--- src/rtl/tdc_hit_encoder.sv ---
// tdc_hit_encoder: turns filtered hit strobes plus delay-line taps into
// {bubble, coarse, fine} timestamps and buffers them in a show-ahead FIFO.
`timescale 1ns/1ps

module tdc_hit_encoder #(
    parameter int NTAPS    = 64,
    parameter int FINE_W   = 7,
    parameter int COARSE_W = 24,
    parameter int DEPTH    = 8
) (
    input  logic                       clk,
    input  logic                       rst_n,
    input  logic                       valid_in,
    input  logic [NTAPS-1:0]           thermo_in,
    output logic [COARSE_W+FINE_W:0]   ts_data,
    output logic                       ts_valid,
    input  logic                       ts_ready,
    output logic [$clog2(DEPTH):0]     fifo_level,
    output logic                       overflow,
    output logic [7:0]                 drop_count,
    output logic                       coarse_wrap
);

    localparam int W     = 1 + COARSE_W + FINE_W;
    localparam int PTR_W = $clog2(DEPTH);
    localparam int LVL_W = PTR_W + 1;

    // Front end: coarse counter, wrap pulse, rising-edge hit detector
    logic [COARSE_W-1:0] coarse_q, coarse_d;
    logic                wrap_q, wrap_d;
    logic                valid_prev_q, valid_prev_d;
    logic                hit;

    // Stage 1: captured taps and coarse time of the hit
    logic                s1_valid_q, s1_valid_d;
    logic [NTAPS-1:0]    s1_thermo_q, s1_thermo_d;
    logic [COARSE_W-1:0] s1_coarse_q, s1_coarse_d;

    // Stage 2: encoded word waiting for the FIFO write
    logic                s2_valid_q, s2_valid_d;
    logic [W-1:0]        s2_word_q, s2_word_d;
    logic [FINE_W-1:0]   fine;
    logic                bubble;

    // FIFO
    logic [W-1:0]        mem_q [DEPTH];
    logic [W-1:0]        mem_d [DEPTH];
    logic [PTR_W-1:0]    wr_ptr_q, wr_ptr_d;
    logic [PTR_W-1:0]    rd_ptr_q, rd_ptr_d;
    logic [LVL_W-1:0]    level_q, level_d;
    logic                overflow_q, overflow_d;
    logic [7:0]          drop_count_q, drop_count_d;
    logic                full, empty, pop, push, drop;

    // Next-state for the free-running counter, hit detector and stage 1
    always_comb begin
        coarse_d     = coarse_q + COARSE_W'(1);
        wrap_d       = &coarse_q;
        hit          = valid_in & ~valid_prev_q;
        valid_prev_d = valid_in;
        s1_valid_d   = hit;
        s1_thermo_d  = hit ? thermo_in : s1_thermo_q;
        s1_coarse_d  = hit ? coarse_q  : s1_coarse_q;
    end

    // Stage 2 encode: popcount fine code, bubble = a one above a zero
    always_comb begin
        fine   = '0;
        bubble = 1'b0;
        for (int unsigned i = 0; i < NTAPS; i++) begin
            fine = fine + FINE_W'(s1_thermo_q[i]);
        end
        for (int unsigned i = 1; i < NTAPS; i++) begin
            if (s1_thermo_q[i] && !s1_thermo_q[i-1]) begin
                bubble = 1'b1;
            end
        end
        s2_valid_d = s1_valid_q;
        s2_word_d  = s1_valid_q ? {bubble, s1_coarse_q, fine} : s2_word_q;
    end

    // FIFO control; a pop frees the slot a same-cycle write lands in, so a full FIFO never drops then
    always_comb begin
        full         = (level_q == LVL_W'(DEPTH));
        empty        = (level_q == '0);
        pop          = !empty && ts_ready;
        push         = s2_valid_q && (!full || pop);
        drop         = s2_valid_q && full && !pop;
        wr_ptr_d     = push ? wr_ptr_q + PTR_W'(1) : wr_ptr_q;
        rd_ptr_d     = pop  ? rd_ptr_q + PTR_W'(1) : rd_ptr_q;
        level_d      = level_q;
        if (push && !pop) begin
            level_d = level_q + LVL_W'(1);
        end else if (pop && !push) begin
            level_d = level_q - LVL_W'(1);
        end
        overflow_d   = overflow_q | drop;
        drop_count_d = (drop && drop_count_q != 8'hFF) ? drop_count_q + 8'd1 : drop_count_q;
        mem_d        = mem_q;
        if (push) begin
            mem_d[wr_ptr_q] = s2_word_q;
        end
    end

    // Control and pipeline registers, cleared asynchronously
    always_ff @(posedge clk or negedge rst_n) begin
        if (!rst_n) begin
            coarse_q     <= '0;
            wrap_q       <= 1'b0;
            valid_prev_q <= 1'b0;
            s1_valid_q   <= 1'b0;
            s1_thermo_q  <= '0;
            s1_coarse_q  <= '0;
            s2_valid_q   <= 1'b0;
            s2_word_q    <= '0;
            wr_ptr_q     <= '0;
            rd_ptr_q     <= '0;
            level_q      <= '0;
            overflow_q   <= 1'b0;
            drop_count_q <= '0;
        end else begin
            coarse_q     <= coarse_d;
            wrap_q       <= wrap_d;
            valid_prev_q <= valid_prev_d;
            s1_valid_q   <= s1_valid_d;
            s1_thermo_q  <= s1_thermo_d;
            s1_coarse_q  <= s1_coarse_d;
            s2_valid_q   <= s2_valid_d;
            s2_word_q    <= s2_word_d;
            wr_ptr_q     <= wr_ptr_d;
            rd_ptr_q     <= rd_ptr_d;
            level_q      <= level_d;
            overflow_q   <= overflow_d;
            drop_count_q <= drop_count_d;
        end
    end

    // FIFO storage; contents are only visible through the level-qualified head
    always_ff @(posedge clk) begin
        mem_q <= mem_d;
    end

    // Output mapping; head word is forced to zero while empty so reset reads as 0
    always_comb begin
        ts_valid    = !empty;
        ts_data     = empty ? '0 : mem_q[rd_ptr_q];
        fifo_level  = level_q;
        overflow    = overflow_q;
        drop_count  = drop_count_q;
        coarse_wrap = wrap_q;
    end

endmodule

--- config.mk ---
export PLATFORM = sky130hd
export DESIGN_NAME = tdc_hit_encoder
export DESIGN_NICKNAME = d
export VERILOG_FILES = /design/src/rtl/tdc_hit_encoder.sv
export SDC_FILE = /design/constraint.sdc
export NUM_CORES = 1
export LEC_CHECK = 0
export CORE_UTILIZATION = 60
export CTS_CLUSTER_DIAMETER = 50
export CTS_CLUSTER_SIZE = 28
export DETAILED_ROUTE_END_ITERATION = 10
export PLACE_DENSITY = 0.81
export REMOVE_ABC_BUFFERS = 1
export SYNTH_ARGS = -nofsm -noshare
export SYNTH_HDL_FRONTEND = slang
export SYNTH_SLANG_ARGS = --single-unit
--- constraint.sdc ---
create_clock -name clk -period 12.9 [get_ports clk]
set_input_delay 2.58 -clock clk [delete_from_list [all_inputs] [get_ports clk]]
set_output_delay 2.58 -clock clk [all_outputs]
set_load 0.03 [all_outputs]
### Yosys cells after proc, flatten, opt, wreduce, memory -nomap -nowiden

Index checks and enable logic that the tools add are counted.

* mux-type cells: 72
* eq/ne operators: 2
* reductions and logical operators: 142
* bitwise gates (word level): 5
* magnitude comparators: 3
* $add $sub $neg: 69

Operator list (count)
* 7-bit by 1-bit adder with 7-bit output: 57
* 256-bit bitwise mux: 1
* 32-bit two-way mux: 4
* 32-bit binary-select mux with 3-bit select: 1
* 32-bit demux with 3-bit select: 1
* 1-bit logical AND: 71
* 1-bit zero test: 67
* 1-bit two-way mux: 63
* 24-bit by 1-bit adder with 24-bit output, second input constant: 1
* 24-bit AND reduction: 1
* 8-bit by 1-bit adder with 8-bit output, second input constant: 1
* 4-bit greater-or-equal comparator, second input constant: 2
* 4-bit two-way mux: 2
* 8-bit != test, second input constant: 1
* 3-bit NOT with 4-bit output: 2
* 6-bit by 1-bit adder with 7-bit output: 1
* 3-bit by 1-bit adder with 3-bit output, second input constant: 2
* 5-bit by 1-bit adder with 6-bit output: 1
* 4-bit by 1-bit adder with 5-bit output: 1
* 3-bit by 1-bit adder with 4-bit output: 1
* 4-bit by 1-bit adder with 4-bit output, second input constant: 1
* 4-bit equality test, second input constant: 1
* 4-bit zero test: 1
* 4-bit by 1-bit < comparator with 1-bit output, second input constant: 1
* 8 further kinds: 8

* flip-flop bits (word level): 423

### Longest topological paths before layout

Gate-level depths: netlist of the first run.

* depth in word-level cells: 65
* mapped depth: 22
* gate-level depth less buffers: 22

### Worst setup path before layout of the first run

OpenSTA, ideal clock, no wires.

* kind: input-to-reg
* start: input ts_ready
* end: register mem_q[224] (netlist name) (enable)
* path slack: 7.060 ns
* data required time: 12.439 ns
* path buffers: 0
* library setup time: 0.461 ns
* arrival time: 5.379 ns
* stages on the path: 4
* cells stage by stage: and2b_1 -> a21boi_2 -> nand2b_1 -> nor3_1

* word-level cells in the longest chain between the ends: 3

RTL lines
* start: declaration: RTL line 17 `input logic ts_ready,`
* 1-bit logical AND: RTL line 86 `pop = !empty && ts_ready;`
* 1-bit logical OR: RTL line 87 `push = s2_valid_q && (!full || pop);`
* 1-bit logical AND: RTL line 87
* named net push: RTL line 53 `logic full, empty, pop, push, drop;`
* end signal: assignment: RTL line 140 `mem_q <= mem_d;`
* end: declaration: RTL line 46 `logic [W-1:0] mem_q [DEPTH];`

The timed path passes the listed nets, and every way through them passes these cells.
A chain may end at the register's enable or synchronous reset.

### Worst setup path after layout of the first run

* start: register rd_ptr_q[0]
* end: output ts_data[5]

* word-level cells in the longest chain between the ends: 5

RTL lines
* start: declaration: RTL line 49 `logic [PTR_W-1:0] rd_ptr_q, rd_ptr_d;`
* start signal: assignment: RTL line 131 `rd_ptr_q <= rd_ptr_d;`
* 3-bit NOT with 4-bit output (not written as such): RTL line 146 `ts_data = empty ? '0 : mem_q[rd_ptr_q];`
* 32-bit binary-select mux with 3-bit select: RTL line 146
* 32-bit two-way mux (not written as such) (2 in a row): RTL line 146
* 32-bit two-way mux: RTL line 146
* end: declaration: RTL line 15 `output logic [COARSE_W+FINE_W:0] ts_data,`

No other way between the ends. The select of a mux whose other input is x is not followed.

==> results of run 1 <==
per-stage QoR:
stage | utilization | hold WS (ns) | instance area [um^2] | std cells
after floorplan | - | 0.453 | 18000 | 1080
after global placement | 0.667 | 0.476 | 19800 | 1600
after detailed placement | 0.667 | 0.483 | 19800 | 1600
after CTS | 0.705 | 0.497 | 21000 | 1661
after global routing | 0.705 | 0.513 | 21000 | 1661
final | 0.705 | 0.496 | 21000 | 1661
layout by cell type, fill, tap and decap left out, types with 3 or more instances in the layout:
cell type,n
buf_4,16
a21oi_1,27
xnor2_1,32
inv_6,3
nand3_1,16
nor4_1,7
ha_1,22
inv_1,103
clkinv_8,3
nand2_1,50
clkinv_2,4
o21ai_0,42
clkdlybuf4s50_1,113
mux2_2,85
nor3_2,3
mux4_2,64
nand2b_1,4
nor2_4,6
clkbuf_16,36
nand4_1,9
nor2_1,57
dfrtp_1,164
and3_1,6
xor2_1,9
edfxtp_1,256
fa_1,55
mux2i_1,36
metal layers:
layer / routed length [um] / global-route usage
met5: 0 / 0
met4: 983 / 0.0786
met3: 1830 / 0.0362
met2: 17500 / 0.392
met1: 15000 / 0.341
critical path, cell delays in order, from the launching register on:
cell and delay (ns):
dfrtp_4 0.81, buf_4 0.72, mux4_2 0.59, mux2i_1 0.30, nor2_1 0.07, clkdlybuf4s50_1 0.61
area by class of cell:
class,instances,share of cell area
clock buffers,40,0.0447
inverters,103,0.0184
repair buffers,130,0.0602
well taps,390,0.0233
clock inverters,21,0.00943
flip-flops and latches,423,0.567
multi-input cells,554,0.277
worst max path at each step:
stage | endpoint | cells after the start | slack [ns] | startpoint
after CTS | ts_data[5] | 5 | 6.54 | rd_ptr_q[0]$_DFFE_PN0P_
after detailed placement | s2_word_q[4]$_DFFE_PN0P_ | 22 | 6.96 | s1_thermo_q[53]$_DFFE_PN0P_
after global placement | s2_word_q[4]$_DFFE_PN0P_ | 22 | 7.08 | s1_thermo_q[53]$_DFFE_PN0P_
final | ts_data[5] | 5 | 6.68 | rd_ptr_q[0]$_DFFE_PN0P_
after global routing | ts_data[5] | 5 | 6.38 | rd_ptr_q[0]$_DFFE_PN0P_
after floorplan | s1_coarse_q[0]$_DFFE_PN0P_ | 2 | 5.33 | valid_in
registers in the layout, summed over array words and instances, names as in the netlist:
| name | count |
|---|---|
| mem_q | 256 |
| s1_thermo_q | 64 |
| s2_word_q | 32 |
| coarse_q | 24 |
| s1_coarse_q | 24 |
| drop_count | 8 |
| fifo_level | 4 |
| rd_ptr_q | 3 |
| wr_ptr_q | 3 |
| coarse_wrap | 1 |
| overflow | 1 |
| s1_valid_q | 1 |
| s2_valid_q | 1 |
| valid_prev_q | 1 |
cell families after synthesis:
family                     Yosys count  synth area share
buffers and inverters              144            0.0324
DFF                                423             0.652
xor gates and xnor gates            41            0.0197
and+or+nand+nor                    170            0.0443
muxes                              185             0.152
adders and majority gates           77            0.0756
AOI/OAI and AO/OA                   81            0.0248
==> results.ini, run 1 <==
[setup_path]
worstPathRequired_ns = 10.32
reg2reg_depth = 18
r2r_slack_ns = 6.94
critPathLaunchType = flop
path_class = reg2out
crit_path_end_kind = primary output
crit_arrival_ns = 3.64
r2r_start = s1_thermo_q[35]$_DFFE_PN0P_
r2r_end = s2_word_q[5]$_DFFE_PN0P_
cp_max_fo = 37

[synth]
postSynthAreaPerCell_um2 = 16.2
synth_area_mm2 = 0.0182
synth_edf_count = 256
yosysSeqAreaShare = 0.652
ys_ff_latch = 423
yosysUniqueCellTypes = 43
synth_top_area_share = 0.422
async_flop_share = 0.395
syn_inst = 1121
ys.flop_type = edfxtp_1
yosys_warnings = 0
yosys.area.top_type = edfxtp_1
yosys-top-cells-area = edfxtp_1 (42%), dfrtp_1 (23%), mux4_2 (7.9%), fa_1 (6.0%), mux2_2 (5.3%)
yosysMostFrequentCell = edfxtp_1
yosys-top-cells-count = edfxtp_1 (256), dfrtp_1 (167), inv_1 (103), mux2_2 (85), mux4_2 (64)

[finish]
final_nets = 1391
seqCellArea_mm2 = 0.0119
multiInputGateArea_mm2 = 0.00581
num_antenna_cells = 0
syn_to_final_growth_pct = 15.1
drive_gt1_frac = 0.194
nFillCells = 1842

[clocking]
ctsHoldBuffers = 0
cts_htree_levels = 2
path_clk_slew_ns = 0.08
post_cts_buffers = 0
clock_sinks = 423
cts_tree = done
clkLatencyLatePin_ns = 0.52
cts-root-buf = clkbuf_16
post_cts_resized = 0
cts_buffer_depth = 3
cts_buffers = 34

[floorplan]
start_util = 0.613
die_y_um = 176
ios = 115
core_mm2 = 0.0297
fp-row-count = 63
dieArea_mm2 = 0.0310
dieWidth_um = 176

[routing]
drc = 0
vias = 9649
ant_nets = 0
detail_route.iter0.violations = 924
avgRoutedWirePerCell_um = 21.3
totalWireLength_um = 35300
routed_via_density = 5.81
first_pass_iters = 5

[sta]
rsz0062_at_grt = no
fin_skew_ns = 0.0171
timing.final.crit_share = 0.482
slew_headroom = 0.326
worstMarginPinSlew_ns = 1.01
max_freq_ghz = 0.161
finalSetupViolCount = 0
setup_slack_ns = 6.68
slew_viol_final = 0
finalSetupTns_ns = 0
fin_crit_ns = 6.22
finalHoldViolations = 0

[global_routing]
grtUsageTotal = 0.242
grt_max_degree = 88
grt_pass1_vias = 10100
antenna_found_initial = 0
grt.overflow.total = 0
grt_pass1_wl_um = 56200

[place]
post-place-ws_ns = 6.96
routabilityCongestion = 0.954
dp.final_hpwl_um = 21700
portBuffers = 114

[worst_hold_path]
min_from = s1_coarse_q[7]$_DFFE_PN0P_
hold_depth = 1
hold_class = reg2reg
hold_end = s2_word_q[14]$_DFFE_PN0P_

[outcome]
status = finished, final reports clean

[flow_run]
drv_cap = 0

Power of run 1 is left out: the tool's default activity adds up to more than one toggle a clock period on the data nets, which glitch-free logic cannot reach.
==> inputs of run 2 (changes only) <==
Settings changed: CORE_UTILIZATION 60 to 54, PLACE_DENSITY 0.81 to 0.77.
Clock period 12.9 ns to 5.05 ns, I/O delays scaled along.
==> results.ini, run 2 (synthesis results as in run 1) <==
[floorplan]
start_util = 0.554
dieArea_mm2 = 0.0345
fp-row-count = 66
ios = 115
die_y_um = 186
dieWidth_um = 186
core_mm2 = 0.0329

[sta]
max_freq_ghz = 0.170
rsz0062_at_grt = yes
setup_slack_ns = -0.838
fin_crit_ns = 5.89
fin_skew_ns = 0.0171
hold_ws_ns = 0.474
finalHoldViolations = 0
worstMarginPinSlew_ns = 0.984
timing.final.crit_share = 1.17
slew_viol_final = 0
finalSetupViolCount = 7
slew_headroom = 0.344

[finish]
regMostFlops = mem_q
final_cell_mix = edfxtp_1 (256), dfrtp_1 (164), clkdlybuf4s50_1 (113)
num_antenna_cells = 0
largest_register_ffs = 256
postLayoutCellArea_mm2 = 0.0217
reg_top3 = mem_q: 256 flops, s1_thermo_q: 64 flops, s2_word_q: 32 flops
final_common_cell = edfxtp_1
final_nets = 1451
syn_to_final_growth_pct = 19.2
drive_gt1_frac = 0.239

[setup_path]
crit_arrival_ns = 6.30
critPathMaxStageDelay_ns = 0.55
critPathLaunchType = flop
slowest_stage = fa_1
cp_max_fo = 2
crit_path_end_kind = flop
path_class = reg2reg
cp_common_cell = fa_1
crit_chain = fa_1, inv_1, fa_1, inv_1, fa_1, inv_1, fa_1, inv_1, fa_1, inv_1, fa_1, fa_1, fa_2, inv_2, ha_4, inv_2, fa_2, buf_4, buf_6, xnor2_2, mux2_4
path_buf_inv = 9
path_delay_family = adder cells
worstPathRequired_ns = 5.46

[clocking]
cts_buffer_depth = 3
ctsHoldBuffers = 0
cts_htree_levels = 2
cts_tree = done
cts_buffers = 36
clkLatencyLatePin_ns = 0.53
path_clk_slew_ns = 0.07
cts-root-buf = clkbuf_16
clock_sinks = 423

[routing]
detail_route.iter0.violations = 662
drc = 0
vias = 9846
ant_nets = 0
avgRoutedWirePerCell_um = 20.6
totalWireLength_um = 36600
first_pass_iters = 5
routed_via_density = 5.55

[global_routing]
grt_pass1_wl_um = 57700
grt_pass1_vias = 10200
antenna_found_initial = 0
grt_max_degree = 97
grtUsageTotal = 0.224
grt.overflow.total = 0

[place]
postPlaceCellArea_mm2 = 0.0204
routabilityCongestion = 0.968
portBuffers = 114
dp.final_hpwl_um = 22900

[worst_hold_path]
hold_class = reg2reg

[outcome]
status = finished, violations left
violations = negative setup slack

[flow_run]
drv_cap = 0

-- run 2: routing by layer --
| layer | vias up | track usage | part of all wire |
|---|---|---|---|
| met5 | - | 0 | 0 |
| met4 | 0 | 0.0607 | 0.019 |
| met3 | 59 | 0.0327 | 0.044 |
| met2 | 270 | 0.367 | 0.50 |
| met1 | 5103 | 0.317 | 0.44 |
| li1 | 4414 | - | - |
-- run 2: worst register-to-register path: stages, from the launching register on --
cell and delay (ns):
dfrtp_1 0.41, fa_1 0.55, inv_1 0.05, fa_1 0.49
inv_1 0.05, fa_1 0.48, inv_1 0.05, fa_1 0.48
inv_1 0.05, fa_1 0.47, inv_1 0.05, fa_1 0.45
fa_1 0.51, fa_2 0.44, inv_2 0.08, ha_4 0.13
inv_2 0.04, fa_2 0.34, buf_4 0.14, buf_6 0.11
xnor2_2 0.13, mux2_4 0.27
-- run 2: cell type report --
cell class              instances  area, um^2
inverters                     103         387
clock buffers                  42         997
fillers                      2280       11200
clock inverters                23         285
flip-flops and latches        423       11900
multi-input cells             554        5850
repair buffers                188        1760
well taps                     442         553
-- run 2: stage by stage --
| step | TNS [ns] | std cells | utilization | setup WS, ns |
|---|---|---|---|---|
| floorplan | -79.15 | 1080 | - | -0.948 |
| global placement | -3.61 | 1708 | 0.619 | -0.724 |
| detailed placement | -4.55 | 1708 | 0.619 | -0.899 |
| CTS | -4.29 | 1775 | 0.660 | -0.816 |
| global route | -5.44 | 1775 | 0.661 | -1.01 |
| finish | -4.39 | 1775 | 0.661 | -0.838 |
-- run 2: path summary, 6_finish.rpt --
| kind | start | to | slack (ns) | depth (start not counted) |
|---|---|---|---|---|
| worst max-delay path | s1_thermo_q[53]$_DFFE_PN0P_ | s2_word_q[2]$_DFFE_PN0P_ | -0.84 | 21 |
| worst min-delay path | overflow$_DFF_PN0_ | overflow$_DFF_PN0_ | 0.47 | 1 |
| max in group asynchronous | rst_n | s2_word_q[0]$_DFFE_PN0P_ | 3.60 | 2 |
| worst min register to register | overflow$_DFF_PN0_ | overflow$_DFF_PN0_ | 0.47 | 1 |
| worst max register to register | s1_thermo_q[53]$_DFFE_PN0P_ | s2_word_q[2]$_DFFE_PN0P_ | -0.84 | 21 |
| min in group asynchronous | rst_n | s1_thermo_q[49]$_DFFE_PN0P_ | 0.56 | 1 |
-- run 2: timing repair --
action | CTS | global route
setup buffers | 2 | 1
pin swaps | 11 | 7
resized for setup | 15 | 6
endpoints found under the setup margin | 7 | 7
Power of run 2 is left out for the same reason.
==> inputs of run 3 (changes only) <==
Settings changed: CORE_ASPECT_RATIO set to 1.1.
==> results.ini, run 3 (synthesis results as in run 1) <==
[finish]
syn_to_final_growth_pct = 19.1
regMostFlops = mem_q
nFillCells = 2281
seqCellArea_mm2 = 0.0119
num_antenna_cells = 0
final_cell_mix = edfxtp_1 (256), dfrtp_1 (164), clkdlybuf4s50_1 (113)
final_common_cell = edfxtp_1
final_nets = 1452
multiInputGateArea_mm2 = 0.00587
largest_register_ffs = 256
reg_top3 = mem_q: 256 flops, s1_thermo_q: 64 flops, s2_word_q: 32 flops
drive_gt1_frac = 0.238

[sta]
max_freq_ghz = 0.170
setup_slack_ns = -0.847
rsz0062_at_grt = yes
slew_viol_final = 0
timing.final.crit_share = 1.17
finalHoldViolations = 0
worstMarginPinSlew_ns = 1.00
finalSetupTns_ns = -4.63
slew_headroom = 0.330
fin_skew_ns = 0.0278
fin_crit_ns = 5.90
finalSetupViolCount = 7

[worst_hold_path]
hold_class = reg2reg

[routing]
ant_nets = 0
met1_length_um = 15200
top_layer_used = met4
routed_via_density = 5.54
avgRoutedWirePerCell_um = 20.2
first_pass_iters = 5
drc = 0
detail_route.iter0.violations = 638
met3WireLength_um = 1480
totalWireLength_um = 35600
wl_met2_um = 18000
vias = 9770

[floorplan]
core_mm2 = 0.0332
dieWidth_um = 177
ios = 115
dieArea_mm2 = 0.0345
fp-row-count = 70
start_util = 0.549
die_y_um = 195

[setup_path]
crit_arrival_ns = 6.30
r2r_slack_ns = -0.85
cp_common_cell = fa_1
crit_chain = fa_1, inv_1, fa_1, inv_1, fa_1, inv_2, fa_1, inv_1, fa_1, inv_1, fa_1, fa_1, fa_2, inv_2, ha_4, inv_2, fa_2, nor2b_1, o21ai_1, nand2b_1, xor2_1, mux2_4
slowest_stage = fa_1
cp_max_fo = 2
critPathMaxStageDelay_ns = 0.54
crit_path_end_kind = flop
path_class = reg2reg
critPathLaunchType = flop
worstPathRequired_ns = 5.46

[clocking]
cts_htree_levels = 2
clkLatencyLatePin_ns = 0.53
cts-root-buf = clkbuf_16
clock_sinks = 423
cts_buffer_depth = 3
cts_tree = done
path_clk_slew_ns = 0.08
cts_buffers = 35

[place]
portBuffers = 114
routabilityCongestion = 0.917
dp.final_hpwl_um = 22800

[global_routing]
antenna_found_initial = 0
grt_pass1_vias = 10200
grtUsageTotal = 0.215
grt.overflow.total = 0
grt_pass1_wl_um = 56000
grt_max_degree = 126

[outcome]
violations = negative setup slack
status = finished, violations left

[flow_run]
drv_cap = 0

-- run 3: cell types whose count changed in the layout (fill, tap and decap cells not counted), sizes merged --
cell and change:
buf +2, bufinv -3, clkinv +4, inv -3
-- run 3: cell type report --
cell class	count	share of cell area
clock inverter	21	0.0111
timing repair buffer	190	0.0830
clock buffer	42	0.0445
multi-input combinational	554	0.271
sequential	423	0.548
inverter	103	0.0178
tap	432	0.0249
-- run 3: worst paths after layout --
check / endpoint / start / depth (start not counted)
setup reg to reg: s2_word_q[4]$_DFFE_PN0P_ / s1_thermo_q[53]$_DFFE_PN0P_ / 22
hold / removal: coarse_q[18]$_DFF_PN0_ / coarse_q[18]$_DFF_PN0_ / 1
min in group asynchronous: s1_thermo_q[51]$_DFFE_PN0P_ / rst_n / 1
hold reg to reg: coarse_q[18]$_DFF_PN0_ / coarse_q[18]$_DFF_PN0_ / 1
setup / recovery: s2_word_q[4]$_DFFE_PN0P_ / s1_thermo_q[53]$_DFFE_PN0P_ / 22
max in group asynchronous: coarse_q[8]$_DFF_PN0_ / rst_n / 2
-- run 3: layer usage --
metal  vias up  GRT usage
met5         -          0
met4         0     0.0667
met3        63     0.0288
met2       272      0.360
met1      5000      0.295
li1       4435          -
-- run 3: what timing repair did --
| item | in CTS | in global routing |
|---|---|---|
| hold buffers | 0 | 0 |
| pin swaps | 10 | 7 |
| buffers inserted | 3 | 2 |
| resized for setup | 18 | 6 |
| endpoints found under the hold margin | 0 | 0 |
| endpoints found under the setup margin | 7 | 7 |
-- run 3: per-stage QoR --
| step | setup WS (ns) | area, um^2 | utilization | instances | hold slack, ns |
|---|---|---|---|---|---|
| after global routing | -1.05 | 21700 | 0.653 | 1765 | 0.520 |
| after CTS | -0.819 | 21700 | 0.653 | 1765 | 0.500 |
| after detailed placement | -0.838 | 20400 | 0.614 | 1699 | 0.489 |
| after floorplan | -0.948 | 18000 | - | 1080 | 0.453 |
| final | -0.847 | 21700 | 0.653 | 1765 | 0.496 |
| after global placement | -0.743 | 20400 | 0.614 | 1699 | 0.478 |
-- run 3: worst max-delay path, delay by kind of cell, from the launching register on --
kind / cells / cell delay, ns
mux: 1 / 0.26
xor+xnor: 1 / 0.08
compound gates: 1 / 0.07
buf+inv: 7 / 0.36
flops: 1 / 0.40
simple gates: 2 / 0.24
fa+ha+maj: 10 / 4.38
Power of run 3 is left out for the same reason.
